$ cat src/rtl/mem_axi_pkg.sv
// Shared constants and FSM encoding for the uncached CPU data-port to AXI bridge.
package mem_axi_pkg;

    typedef logic [2:0] state_t;

    localparam state_t StIdle   = 3'd0;
    localparam state_t StRdAr   = 3'd1;
    localparam state_t StRdR    = 3'd2;
    localparam state_t StRdDone = 3'd3;
    localparam state_t StWrReq  = 3'd4;
    localparam state_t StWrB    = 3'd5;

    localparam logic [1:0] AXI_BURST_INCR = 2'b01;
    localparam logic [2:0] AXI_SIZE_4B    = 3'b010;
    localparam logic [7:0] AXI_LEN_1BEAT  = 8'd0;

endpackage

$ cat src/rtl/axi_aw_w_join.sv
// Raises AW and W valid together and retires each on its own handshake;
// both_done_o flags the cycle in which the last of the two completes.
module axi_aw_w_join (
    input  logic clk_i,
    input  logic rst_i,
    input  logic active_i,
    input  logic awready_i,
    input  logic wready_i,
    output logic awvalid_o,
    output logic wvalid_o,
    output logic both_done_o
);

    logic aw_done_q, aw_done_d;
    logic w_done_q, w_done_d;

    always_comb begin
        awvalid_o   = active_i & ~aw_done_q;
        wvalid_o    = active_i & ~w_done_q;
        // Flags self-clear whenever the owner leaves the write-request phase.
        aw_done_d   = active_i & (aw_done_q | awready_i);
        w_done_d    = active_i & (w_done_q | wready_i);
        both_done_o = aw_done_d & w_done_d;
    end

    always_ff @(posedge clk_i or posedge rst_i) begin
        if (rst_i) begin
            aw_done_q <= 1'b0;
            w_done_q  <= 1'b0;
        end else begin
            aw_done_q <= aw_done_d;
            w_done_q  <= w_done_d;
        end
    end

endmodule

$ cat src/rtl/mem_axi_bridge.sv
// Uncached data-memory bridge: one CPU load or store becomes one single-beat
// AXI transaction, with a single transaction outstanding at a time.
module mem_axi_bridge
    import mem_axi_pkg::*;
#(
    parameter int unsigned AXI_ADDR_WIDTH = 40
) (
    input  logic                      cpu_clk,
    input  logic                      cpu_reset,
    input  logic [31:0]               Address,
    input  logic                      MemWrite,
    input  logic [31:0]               Write_data,
    input  logic [3:0]                Write_strb,
    input  logic                      MemRead,
    output logic                      Mem_Req_Ready,
    output logic [31:0]               Read_data,
    output logic                      Read_data_Valid,
    input  logic                      Read_data_Ready,
    output logic [AXI_ADDR_WIDTH-1:0] cpu_mem_araddr,
    output logic                      cpu_mem_arvalid,
    input  logic                      cpu_mem_arready,
    output logic [2:0]                cpu_mem_arsize,
    output logic [1:0]                cpu_mem_arburst,
    output logic [7:0]                cpu_mem_arlen,
    input  logic [31:0]               cpu_mem_rdata,
    input  logic                      cpu_mem_rvalid,
    output logic                      cpu_mem_rready,
    input  logic                      cpu_mem_rlast,
    output logic [AXI_ADDR_WIDTH-1:0] cpu_mem_awaddr,
    output logic                      cpu_mem_awvalid,
    input  logic                      cpu_mem_awready,
    output logic [2:0]                cpu_mem_awsize,
    output logic [1:0]                cpu_mem_awburst,
    output logic [7:0]                cpu_mem_awlen,
    output logic [31:0]               cpu_mem_wdata,
    output logic [3:0]                cpu_mem_wstrb,
    output logic                      cpu_mem_wvalid,
    input  logic                      cpu_mem_wready,
    output logic                      cpu_mem_wlast,
    input  logic                      cpu_mem_bvalid,
    output logic                      cpu_mem_bready
);

    localparam int unsigned PadW = AXI_ADDR_WIDTH - 32;

    state_t      state_q, state_d;
    logic [29:0] addr_q;
    logic [31:0] wdata_q;
    logic [3:0]  wstrb_q;
    logic [31:0] rdata_q;
    logic        accept;
    logic        wr_active;
    logic        both_done;
    logic        unused_in;

    // Single-beat reads never need rlast; byte offset is dropped by word alignment.
    assign unused_in = ^{cpu_mem_rlast, Address[1:0]};

    assign accept    = (state_q == StIdle) & (MemWrite | MemRead);
    assign wr_active = (state_q == StWrReq);

    axi_aw_w_join u_aw_w_join (
        .clk_i       (cpu_clk),
        .rst_i       (cpu_reset),
        .active_i    (wr_active),
        .awready_i   (cpu_mem_awready),
        .wready_i    (cpu_mem_wready),
        .awvalid_o   (cpu_mem_awvalid),
        .wvalid_o    (cpu_mem_wvalid),
        .both_done_o (both_done)
    );

    always_comb begin
        state_d = state_q;
        case (state_q)
            StIdle: begin
                // A simultaneous read request is dropped in favour of the write.
                if (MemWrite) begin
                    state_d = StWrReq;
                end else if (MemRead) begin
                    state_d = StRdAr;
                end
            end
            StRdAr:   if (cpu_mem_arready) state_d = StRdR;
            StRdR:    if (cpu_mem_rvalid)  state_d = StRdDone;
            StRdDone: if (Read_data_Ready) state_d = StIdle;
            StWrReq:  if (both_done)       state_d = StWrB;
            StWrB:    if (cpu_mem_bvalid)  state_d = StIdle;
            default:  state_d = StIdle;
        endcase
    end

    always_ff @(posedge cpu_clk or posedge cpu_reset) begin
        if (cpu_reset) begin
            state_q <= StIdle;
            addr_q  <= '0;
            wdata_q <= '0;
            wstrb_q <= '0;
            rdata_q <= '0;
        end else begin
            state_q <= state_d;
            if (accept) begin
                addr_q  <= Address[31:2];
                wdata_q <= Write_data;
                wstrb_q <= Write_strb;
            end
            if ((state_q == StRdR) && cpu_mem_rvalid) begin
                rdata_q <= cpu_mem_rdata;
            end
        end
    end

    always_comb begin
        Mem_Req_Ready   = (state_q == StIdle) & ~cpu_reset;
        Read_data       = rdata_q;
        Read_data_Valid = (state_q == StRdDone);
        cpu_mem_araddr  = {{PadW{1'b0}}, addr_q, 2'b00};
        cpu_mem_awaddr  = {{PadW{1'b0}}, addr_q, 2'b00};
        cpu_mem_arvalid = (state_q == StRdAr);
        cpu_mem_rready  = (state_q == StRdR);
        cpu_mem_bready  = (state_q == StWrB);
        cpu_mem_arsize  = AXI_SIZE_4B;
        cpu_mem_awsize  = AXI_SIZE_4B;
        cpu_mem_arburst = AXI_BURST_INCR;
        cpu_mem_awburst = AXI_BURST_INCR;
        cpu_mem_arlen   = AXI_LEN_1BEAT;
        cpu_mem_awlen   = AXI_LEN_1BEAT;
        cpu_mem_wdata   = wdata_q;
        cpu_mem_wstrb   = wstrb_q;
        cpu_mem_wlast   = cpu_mem_wvalid;
    end

endmodule

$ cat config.mk
export PLATFORM = sky130hd
export DESIGN_NAME = mem_axi_bridge
export DESIGN_NICKNAME = d
export VERILOG_FILES = /design/src/rtl/mem_axi_pkg.sv /design/src/rtl/axi_aw_w_join.sv /design/src/rtl/mem_axi_bridge.sv
export SDC_FILE = /design/constraint.sdc
export NUM_CORES = 1
export LEC_CHECK = 0
export BUFFER_PORTS_ARGS = -buffer_cell sky130_fd_sc_hd__clkbuf_2
export CAP_MARGIN = 20
export CORE_AREA = 2 2 113 115
export DETAILED_ROUTE_END_ITERATION = 10
export DIE_AREA = 0 0 115 117
export PLACE_DENSITY = 0.75
export SLEW_MARGIN = 20
export SYNTH_ARGS = -nofsm -noshare
export SYNTH_HDL_FRONTEND = slang
export SYNTH_SLANG_ARGS = --single-unit
$ cat constraint.sdc
create_clock -name cpu_clk -period 3.05 [get_ports cpu_clk]
set_input_delay 0.305 -clock cpu_clk [delete_from_list [all_inputs] [get_ports cpu_clk]]
set_output_delay 0.305 -clock cpu_clk [all_outputs]
set_load 0.01 [all_outputs]
==> impl_metrics.toml <==
[die]
rows = 41
io_pins = 293
fp.coreArea_mm2 = 0.0123
start_util_pct = 37.0
die_w_um = 115
die-area_mm2 = 0.0135
die_y_um = 117

[global_route]
grt_use_total_pct = 12.9
grt_max_degree = 104
grt_overflow_total = 0
grt_pass1_vias = 2783
antenna_found_initial = 0
grt_pass1_wl_um = 13400

[timing]
layout_min_cycle_time_ns = 2.02
fin_tns_setup_ns = 0
slew-limit-headroom_pct = 65.1
setup_viol = 0
finalMaxSlewViolations = 0
fmax_ghz = 0.495
timing.final.crit_share_pct = 66.2
finClkSkew_ns = 0.00985
worst_pin_slew_ns = 0.524
final-hold-violation-count = 0
rsz0062_at_grt = "false"

[pwr]
powerDensity_mw_per_mm2 = 1050
power.leakage_nw = 3.06
vdd_drop_max_mv = 0.404

[critical_path]
path_max_fanout = 11
worstSetupPathType = "reg2out"
rr_worst_depth = 4
setup.worst_path.end_class = "output port"
crit_path_start_kind = "flip-flop"
r2r-start = "state_q[1]"
regToRegEndpoint = "Read_data[28]"
arrival_ns = 1.72
ff2ff_setup_slack_ns = 1.21
cp.required_ns = 2.74

[clocking]
cts_root_buf = "clkbuf_16"
cts_tree = "done"
cts_buffers = 9
clock_latency_ns = 0.35
clock_path_buffers = 2
hold_buffers = 0
h-tree-depth = 3
clk_pin_slew_worst_paths_ns = 0.07
cts_setup_buffers = 0
cts-resized-gates = 0
cts_sinks = 103

[placed_design]
gp_congestion = 0.723
dp_cells = 673
port_buffers = 243
dp_hpwl_um = 6910

[hold_path]
worstHoldPathType = "in2async"

[routing]
firstDrtPassIters = 4
ant_nets = 0
routed_via_density = 4.36
routedWlPerCell_um = 13.2
first_iter_violations = 68
routed_wl_um = 9090
drc = 0
num_vias = 3005

[logic_synthesis]
synth-xor-area-share_pct = 0
yosys.area_share.simple_pct = 2.72
synth-compound-area-share_pct = 1.02
postSynthCellCount = 324
syn_area_mm2 = 0.00456
muxShareOfSynthArea_pct = 24.4
ys_ff_latch = 103
synthDistinctLibCells = 24
yosysSeqAreaShare_pct = 56.5
synth_top_family_by_area = "multiplexers"
synth.avg_cell_area_um2 = 14.1
yosysWarnings = 0
synth-adder-area-share_pct = 0

[finish]
area_growth_pct = 26.7
finalNonFillerCells = 689
fill_cells = 1117
fin_nets = 645
antenna_cells = 0
drive_above_1_share_pct = 58.6

[flow_run]
maxCapViolCount = 0

[run_status]
outcome = "completed"
synth_stat cells:
cell        n  area share, %
nor3b_1     1           0.16
mux2_2     51             13
a22oi_1     1           0.16
nand2_1     1          0.082
dfrtp_1   103             57
buf_2       6           0.66
mux2_1     48             12
a221o_1     1           0.22
buf_4      81             13
inv_1       2           0.16
nor3_1      2           0.22
and2_1      1           0.14
a21oi_1     1           0.11
conb_1      2           0.16
a311oi_1    1           0.19
a22o_1      1           0.19
nor2_1     11           0.91
o22ai_1     1           0.14
nand2b_1    1           0.14
buf_6       4           0.99
nor3b_2     1           0.27
nor4_1      1           0.14
or3b_1      1           0.19
nor4_4      1           0.47
metrics by stage:
| stage | utilization, % | power [mW] | worst slack (ns) | area [um2] | hold WS (ns) |
|---|---|---|---|---|---|
| 2_1_floorplan | - | 4.23 | 0.0412 | 4730 | 0.420 |
| 3_5_place_dp | 44.6 | 5.06 | 1.18 | 5500 | 0.475 |
| 5_1_grt | 46.9 | 6.50 | 0.956 | 5780 | 0.143 |
| 3_3_place_gp | 44.6 | 4.95 | 1.26 | 5500 | 0.469 |
| 6_report | 46.9 | 6.05 | 1.03 | 5780 | 0.0939 |
| 4_1_cts | 46.9 | 6.16 | 1.01 | 5780 | 0.107 |
registers in the layout, indices dropped and copies added, names as in the netlist:
register,flops
addr_q,30
cpu_mem_wstrb,4
Read_data,32
cpu_mem_wdata,32
state_q,3
u_aw_w_join.w_done_q,1
u_aw_w_join.aw_done_q,1
logic make-up after synthesis:
group           Yosys count
other cells               2
compound gates            6
buf+inv                  93
simple gates             21
mux                      99
flops                   103
cell usage in the layout, fill, tap and decap left out, drive strengths merged:
cell	instances
clkbuf	252
dfrtp	103
mux2	99
conb	46
nor2	11
inv	5
buf	3
nor3	2
clkinvlp	2
nor3b	2
nor4	2
clkinv	2
and2	1
or3b	1
nand2b	1
nand2	1
a22oi	1
o22ai	1
a22o	1
a221o	1
a21oi	1
a311oi	1
final cells by class:
| type | instances | area [um2] | area share [%] |
|---|---|---|---|
| sequential | 103 | 2580 | 44.6 |
| timing repair buffer | 246 | 1260 | 21.9 |
| multi-input combinational | 172 | 1460 | 25.2 |
| tap | 150 | 188 | 3.25 |
| clock inverter | 7 | 55.1 | 0.953 |
| inverter | 2 | 10.0 | 0.173 |
| clock buffer | 9 | 225 | 3.90 |
layer usage:
metal	GRT usage, %	up-vias	part of all wire, %	wire (um)
met5	0	-	0	0
met1	14.7	1434	38	3480
met2	22.1	163	51	4620
li1	-	1396	-	-
met4	6.27	0	1.9	171
met3	4.07	12	9.0	819
critical path, stage by stage (launching register included):
cell	delay, ns
dfrtp_1	0.57
or3b_1	0.46
nor2_1	0.18
clkbuf_2	0.16
worst max-delay path by stage:
stage | to | slack, ns | cells after the start | from
after detailed placement | Read_data[28] | 1.18 | 4 | state_q[1]
after floorplan | Read_data[0] | 0.04 | 1 | cpu_reset
final | cpu_mem_wlast | 1.03 | 3 | state_q[2]
after global routing | cpu_mem_wvalid | 0.96 | 3 | state_q[2]
after CTS | cpu_mem_wvalid | 1.01 | 3 | state_q[2]
after global placement | Read_data[1] | 1.26 | 4 | state_q[1]
where the power goes:
part	total [mW]	internal, mW	switching, mW
Combinational	2.50	1.25	1.25
Sequential	2.48	2.05	0.429
Clock	1.08	0.562	0.515
Note: power is estimated with default switching activity, not from simulation.
